`src/rtl/cu_exec_pipe.sv`:
```
// cu_exec_pipe: compute-unit issue/writeback pipeline (RF, ALU, SHF, pipelined MUL, scoreboard).
// Optional writeback-to-operand bypass: define CU_FWD_EN.
module cu_exec_pipe #(
  parameter int RF_DATASIZE   = 16,
  parameter int ADDRESS_WIDTH = 4,
  parameter int MUL_LATENCY   = 3
) (
  input  logic                     clk,
  input  logic                     reset_n,
  input  logic                     ps_cu_valid,
  output logic                     cu_ps_ready,
  input  logic [1:0]               ps_cu_cls,
  input  logic [2:0]               ps_cu_fn,
  input  logic [ADDRESS_WIDTH-1:0] ps_rf_xA,
  input  logic [ADDRESS_WIDTH-1:0] ps_rf_yA,
  input  logic [ADDRESS_WIDTH-1:0] ps_rf_wrtA,
  input  logic [RF_DATASIZE-1:0]   dm_xb_dmD,
  output logic [RF_DATASIZE-1:0]   xb_cu_rx,
  output logic                     cu_ps_zf,
  output logic                     cu_ps_nf,
  output logic                     cu_ps_vf,
  output logic                     cu_ps_busy
);

  localparam int W    = RF_DATASIZE;
  localparam int AW   = ADDRESS_WIDTH;
  localparam int NREG = 1 << ADDRESS_WIDTH;
  localparam int L    = MUL_LATENCY;
  localparam int SW   = $clog2(RF_DATASIZE);
  localparam logic [SW:0] WSH = SW'(0) + (SW+1)'(W);

  localparam logic [1:0] CLS_ALU = 2'b00;
  localparam logic [1:0] CLS_MUL = 2'b01;
  localparam logic [1:0] CLS_SHF = 2'b10;
  localparam logic [1:0] CLS_DM  = 2'b11;

  logic [W-1:0]    rf_q [NREG];
  logic [NREG-1:0] pend_q, pend_d;
  // resv_q[k]: a MUL writes back at the (k+1)-th upcoming edge; doubles as the MUL pipe valid chain
  logic [L-1:0]    resv_q, resv_d;

  logic            wb1_v_q, wb1_v_d;
  logic [AW-1:0]   wb1_dst_q, wb1_dst_d;
  logic [W-1:0]    wb1_res_q, wb1_res_d;
  logic            wb1_upd_q, wb1_upd_d;
  logic            wb1_vf_q, wb1_vf_d;

  logic [W-1:0]    m0_a_q, m0_b_q;
  logic [2:0]      m0_fn_q;
  logic [AW-1:0]   m0_dst_q;
  logic [W-1:0]    mres_q [L-1];
  logic [AW-1:0]   mdst_q [L-1];
  logic            mvf_q  [L-1];

  logic            zf_q, zf_d, nf_q, nf_d, vf_q, vf_d;

  logic            wb_en, wb_upd, wb_vf;
  logic [AW-1:0]   wb_dst;
  logic [W-1:0]    wb_data;

  logic [W-1:0]    rx, ry;
  logic            stall_x, stall_y, hazard, slot_busy, accept;
  logic [W-1:0]    ex_res;
  logic            ex_vf;

  logic [W-1:0]    alu_sum, alu_dif;
  logic [2*W-1:0]  lsl_w;
  logic [SW-1:0]   shamt;

  logic signed [2*W-1:0] p_s;
  logic [W-1:0]    p_ul;
  logic [W-1:0]    mul_res;
  logic            mul_vf;

  // Single write port: the 1-cycle stage and the MUL tail never collide thanks to the reservation
  assign wb_en = wb1_v_q | resv_q[0];

  always_comb begin
    wb_dst  = mdst_q[L-2];
    wb_data = mres_q[L-2];
    wb_upd  = 1'b1;
    wb_vf   = mvf_q[L-2];
    if (wb1_v_q) begin
      wb_dst  = wb1_dst_q;
      wb_data = wb1_res_q;
      wb_upd  = wb1_upd_q;
      wb_vf   = wb1_vf_q;
    end
  end

`ifdef CU_FWD_EN
  logic fwd_x, fwd_y;
  assign fwd_x   = wb_en && (wb_dst == ps_rf_xA);
  assign fwd_y   = wb_en && (wb_dst == ps_rf_yA);
  assign rx      = fwd_x ? wb_data : rf_q[ps_rf_xA];
  assign ry      = fwd_y ? wb_data : rf_q[ps_rf_yA];
  assign stall_x = pend_q[ps_rf_xA] & ~fwd_x;
  assign stall_y = pend_q[ps_rf_yA] & ~fwd_y;
`else
  assign rx      = rf_q[ps_rf_xA];
  assign ry      = rf_q[ps_rf_yA];
  assign stall_x = pend_q[ps_rf_xA];
  assign stall_y = pend_q[ps_rf_yA];
`endif

  assign xb_cu_rx  = rf_q[ps_rf_xA];
  assign hazard    = pend_q[ps_rf_wrtA] | ((ps_cu_cls != CLS_DM) & (stall_x | stall_y));
  assign slot_busy = (ps_cu_cls != CLS_MUL) & resv_q[1];
  assign cu_ps_ready = reset_n & ~hazard & ~slot_busy;
  assign accept      = ps_cu_valid & cu_ps_ready;

  assign alu_sum = rx + ry;
  assign alu_dif = rx - ry;
  assign shamt   = ry[SW-1:0];
  assign lsl_w   = {{W{1'b0}}, rx} << shamt;

  always_comb begin
    ex_res = '0;
    ex_vf  = 1'b0;
    unique case (ps_cu_cls)
      CLS_ALU: begin
        unique case (ps_cu_fn)
          3'b000: begin
            ex_res = alu_sum;
            ex_vf  = (rx[W-1] == ry[W-1]) & (alu_sum[W-1] != rx[W-1]);
          end
          3'b001: begin
            ex_res = alu_dif;
            ex_vf  = (rx[W-1] != ry[W-1]) & (alu_dif[W-1] != rx[W-1]);
          end
          3'b010:  ex_res = rx & ry;
          3'b011:  ex_res = rx | ry;
          3'b100:  ex_res = rx ^ ry;
          3'b101:  ex_res = rx;
          default: ex_res = '0;
        endcase
      end
      CLS_SHF: begin
        unique case (ps_cu_fn)
          3'b000: begin
            ex_res = lsl_w[W-1:0];
            ex_vf  = |lsl_w[2*W-1:W];
          end
          3'b001:  ex_res = rx >> shamt;
          3'b010:  ex_res = $unsigned($signed(rx) >>> shamt);
          3'b011:  ex_res = (rx << shamt) | (rx >> (WSH - {1'b0, shamt}));
          default: ex_res = rx;
        endcase
      end
      CLS_DM:  ex_res = dm_xb_dmD;
      default: ex_res = '0;
    endcase
  end

  assign p_s  = $signed({{W{m0_a_q[W-1]}}, m0_a_q}) * $signed({{W{m0_b_q[W-1]}}, m0_b_q});
  assign p_ul = m0_a_q * m0_b_q;

  always_comb begin
    mul_res = '0;
    mul_vf  = 1'b0;
    unique case (m0_fn_q)
      3'b000: mul_res = p_ul;
      3'b001: begin
        mul_res = p_s[W-1:0];
        mul_vf  = p_s[2*W-1:W] != {W{p_s[W-1]}};
      end
      3'b010:  mul_res = p_s[2*W-1:W];
      default: mul_res = '0;
    endcase
  end

  always_comb begin
    pend_d = pend_q;
    if (wb_en) pend_d[wb_dst] = 1'b0;
    if (accept) pend_d[ps_rf_wrtA] = 1'b1;

    resv_d = resv_q >> 1;
    if (accept && (ps_cu_cls == CLS_MUL)) resv_d[L-1] = 1'b1;

    wb1_v_d   = accept && (ps_cu_cls != CLS_MUL);
    wb1_dst_d = ps_rf_wrtA;
    wb1_res_d = ex_res;
    wb1_upd_d = ps_cu_cls != CLS_DM;
    wb1_vf_d  = ex_vf;

    zf_d = zf_q;
    nf_d = nf_q;
    vf_d = vf_q;
    if (wb_en && wb_upd) begin
      zf_d = wb_data == '0;
      nf_d = wb_data[W-1];
      vf_d = wb_vf;
    end
  end

  always_ff @(posedge clk) begin
    if (!reset_n) begin
      for (int i = 0; i < NREG; i++) rf_q[i] <= '0;
      pend_q    <= '0;
      resv_q    <= '0;
      wb1_v_q   <= 1'b0;
      wb1_dst_q <= '0;
      wb1_res_q <= '0;
      wb1_upd_q <= 1'b0;
      wb1_vf_q  <= 1'b0;
      m0_a_q    <= '0;
      m0_b_q    <= '0;
      m0_fn_q   <= '0;
      m0_dst_q  <= '0;
      for (int j = 0; j < L-1; j++) begin
        mres_q[j] <= '0;
        mdst_q[j] <= '0;
        mvf_q[j]  <= 1'b0;
      end
      zf_q <= 1'b0;
      nf_q <= 1'b0;
      vf_q <= 1'b0;
    end else begin
      if (wb_en) rf_q[wb_dst] <= wb_data;
      pend_q    <= pend_d;
      resv_q    <= resv_d;
      wb1_v_q   <= wb1_v_d;
      wb1_dst_q <= wb1_dst_d;
      wb1_res_q <= wb1_res_d;
      wb1_upd_q <= wb1_upd_d;
      wb1_vf_q  <= wb1_vf_d;
      if (accept && (ps_cu_cls == CLS_MUL)) begin
        m0_a_q   <= rx;
        m0_b_q   <= ry;
        m0_fn_q  <= ps_cu_fn;
        m0_dst_q <= ps_rf_wrtA;
      end
      mres_q[0] <= mul_res;
      mdst_q[0] <= m0_dst_q;
      mvf_q[0]  <= mul_vf;
      for (int j = 1; j < L-1; j++) begin
        mres_q[j] <= mres_q[j-1];
        mdst_q[j] <= mdst_q[j-1];
        mvf_q[j]  <= mvf_q[j-1];
      end
      zf_q <= zf_d;
      nf_q <= nf_d;
      vf_q <= vf_d;
    end
  end

  assign cu_ps_zf   = zf_q;
  assign cu_ps_nf   = nf_q;
  assign cu_ps_vf   = vf_q;
  assign cu_ps_busy = |pend_q;

endmodule
```
`config.mk`:
```
export PLATFORM = sky130hd
export DESIGN_NAME = cu_exec_pipe
export DESIGN_NICKNAME = d
export VERILOG_FILES = /design/src/rtl/cu_exec_pipe.sv
export SDC_FILE = /design/constraint.sdc
export NUM_CORES = 2
export LEC_CHECK = 0
export ABC_AREA = 1
export CAP_MARGIN = 20
export CORE_MARGIN = 10
export CORE_UTILIZATION = 57
export DETAILED_ROUTE_END_ITERATION = 8
export PLACE_DENSITY = 0.76
export SLEW_MARGIN = 20
export SYNTH_ARGS = -nofsm -noshare
export SYNTH_HDL_FRONTEND = slang
export SYNTH_SLANG_ARGS = --single-unit
```
`constraint.sdc`:
```
create_clock -name clk -period 6.6 [get_ports clk]
set_clock_uncertainty 0.15 [all_clocks]
set_input_delay 0.99 -clock clk [delete_from_list [all_inputs] [get_ports clk]]
set_output_delay 0.99 -clock clk [all_outputs]
set_load 0.02 [all_outputs]
```
==> flow_summary.ini <==
[outcome]
status = complete, no violations

[worst_setup_path]
start_kind = flop
cp_common_cell = fa_1
worstPathMaxFanout = 14
crit_type = reg -> reg
crit_arrival_ns = 6.74
cpPeakStageDelay_ns = 0.60
rr_startpoint = m0_a_q[14]$_SDFFE_PN0P_
crit_start = m0_a_q[14]$_SDFFE_PN0P_
slowest_stage = fa_1
path_buf_inv = 5
crit_required_ns = 6.95
cp-end-kind = flop
crit_chain = buf_4, nand2_1, fa_1, inv_1, fa_1, fa_1, fa_1, fa_1, inv_1, fa_1, inv_1, ha_1, nand2_1, o21ai_0, a21boi_0, nand3_1, a31oi_1, xor2_1, and2_1, nand2_1, nand2_1, nand3_1, nand2_1, inv_1
critical_path.top_delay_family = adder cells

[placement]
dp_hpwl_microns = 86960
dp.cells = 5466
io_buffers = 56
place_congestion = 1.007

[hold_path]
hp-start = mres_q[0][2]$_SDFF_PN0_
min_path_type = reg -> reg

[drt]
firstDrtPassIters = 8
vias = 33290
drc = 0
avgViaCountPerCell = 6.003
first_iter_violations = 4401
drtAntennaViolNets = 0
wl_microns = 121200
wire_per_inst_microns = 21.85

[logic_synthesis]
synth_top_cells_by_area = edfxtp_1 (22%), fa_1 (17%), nand2_1 (11%), inv_1 (8.4%), dfxtp_1 (7.1%)
synth_cell_types = 49
ys_seq_elements = 382
syn-num-nets = 5212
syn_area_per_cell_sq_um = 7.448
yosysMostFrequentCell = nand2_1
syn-cell-area_sq_um = 35290
synthCells = 4738
yosysWarnings = 0
ys.flop_type = edfxtp_1
synthTopCellsByCount = nand2_1 (1,018), inv_1 (790), nor2_1 (461)
synth_edf_count = 256
synth_top_cell_by_area = edfxtp_1
seq_area_frac_synth_pct = 28.93
synth_top_area_share_pct = 21.78
postSynth.asyncResetShare_pct = 0

[grt]
grt_pass1_wl_microns = 185200
grt_usage_pct = 33.46
antenna_found_initial = 3
grt_overflow = 0
grt_pass1_vias = 31920
grt_max_degree = 95

[sta]
hold_violations = 0
post-route-period-util_pct = 96.79
max_clock_freq_ghz = 0.1565
finalCriticalPeriod_ns = 6.388
drv_slew = 0
fin_hold_ws_ns = 0.2660
worstMarginPinSlew_ns = 1.204
rsz0062_at_grt = yes
tns_ns = 0
setup_violations = 0
relSlewSlack_pct = 19.53

[clock_network]
cts_sinks = 382
postCtsResizedCells = 0
cts-buffers-inserted = 41
ctsHoldBuffers = 0
root_buffer = clkbuf_16
h-tree-depth = 2
cts_tree = done
clock_path_buffers = 3
clk_pin_slew_ns = 0.07
clock_latency_ns = 0.60
post_cts_buffers = 0

[layout]
area_growth_pct = 8.921
fillers = 5422
fin_cells = 5545
utilization_pct = 62.52
fin_nets = 5194
drive_above_1_share_pct = 6.817

[power_and_ir_drop]
power_leakage_nw = 18.43
power_density_nw_per_um2 = 174.5
ir_drop_mv = 0.1726
total_power_w = 0.006709

[die]
coreArea_sq_um = 61480
ios = 57
die_y_microns = 268.8
start_util_pct = 57.40
rows = 91
dieArea_sq_um = 72260
die_w_microns = 268.8

[job]
drv_cap = 0
## cells in the final DEF (no fill, tap or decap), types with 10 or more instances in the layout
cell type / Yosys / layout
nand4_1: 23 / 23
fa_1: 292 / 290
nand2_2: 4 / 12
clkdlybuf4s50_1: 0 / 51
clkbuf_16: 0 / 45
nand3_1: 445 / 443
or2_2: 38 / 38
xor2_1: 21 / 20
dfxtp_2: 0 / 17
o221ai_1: 24 / 24
clkbuf_1: 177 / 15
mux2i_2: 0 / 12
nand2_1: 1018 / 1010
o211ai_1: 74 / 74
o21ai_1: 13 / 14
ha_1: 146 / 145
inv_1: 790 / 789
a31oi_1: 18 / 17
o22ai_1: 28 / 28
dfxtp_1: 126 / 107
buf_4: 14 / 148
nor3_1: 23 / 21
xnor2_1: 20 / 20
clkinv_1: 7 / 10
nor2_1: 461 / 460
o21ai_0: 301 / 300
a21oi_1: 242 / 239
edfxtp_1: 256 / 256
## flip-flops by register name, indices dropped and copies added (netlist names), 2 cells and up
| register | count |
|---|---|
| rf_q | 256 |
| mres_q | 32 |
| m0_a_q | 16 |
| m0_b_q | 16 |
| pend_q | 16 |
| wb1_res_q | 16 |
| mdst_q | 8 |
| m0_dst_q | 4 |
| wb1_dst_q | 4 |
| m0_fn_q | 3 |
| resv_q | 3 |
| mvf_q | 2 |
## cells by family after synthesis
group                      synth area share [%]
and+or+nand+nor                           23.86
buffers and inverters                     11.88
AOI/OAI and AO/OA                         12.09
adders and majority gates                 21.74
DFF                                       28.93
xor gates and xnor gates                  1.018
muxes                                    0.4822
## power breakdown
group          total [W]  switching [W]  leakage (nW)  internal, W
logic            0.00167        0.00119          14.1     0.000489
clock network    0.00236        0.00103         0.655      0.00133
registers        0.00268      0.0000487          3.67      0.00263
total            0.00671        0.00227          18.4      0.00444
## worst min-delay path, delay by kind of cell (launching register included)
kind / cells / cell delay, ns
buffers and inverters: 1 / 0.04
DFF: 1 / 0.31
and+or+nand+nor: 1 / 0.05
## layer usage
metal  wire (microns)  share of wire [%]  GRT usage (%)
met1            45160                 37          43.20
met2            51930                 43          50.26
met3            16950                 14          9.883
met4             7128                5.9          17.64
met5               14              0.012              0
## area by class of cell
type | instances | area [sq um] | area share [%]
Antenna cell | 2 | 5.005 | 0.01302
Clock inverter | 10 | 91.34 | 0.2376
Tap cell | 790 | 988.4 | 2.572
Multi-Input combinational cell | 3279 | 21010 | 54.65
Clock buffer | 66 | 1265 | 3.291
Timing Repair Buffer | 212 | 1823 | 4.743
Inverter | 804 | 3018 | 7.852
Sequential cell | 382 | 10240 | 26.64
## stage by stage
| stage | area [sq um] | worst slack, ns |
|---|---|---|
| 2_1_floorplan | 35290 | 0.2673 |
| 6_report | 38440 | 0.2119 |
| 4_1_cts | 38310 | 0.03191 |
| 5_1_grt | 38430 | -0.08622 |
| 3_3_place_gp | 36960 | 0.1153 |
| 3_5_place_dp | 36960 | 0.05374 |
## worst paths after layout
kind | cells past startpoint | slack, ns | endpoint
worst min-delay path | 2 | 0.27 | mres_q[0][18]$_SDFF_PN0_
worst max register to register | 24 | 0.21 | mvf_q[0][0]$_SDFF_PN0_
worst max-delay path | 24 | 0.21 | mvf_q[0][0]$_SDFF_PN0_
worst min register to register | 2 | 0.27 | mres_q[0][18]$_SDFF_PN0_
Power figures use the tool's default switching activity.
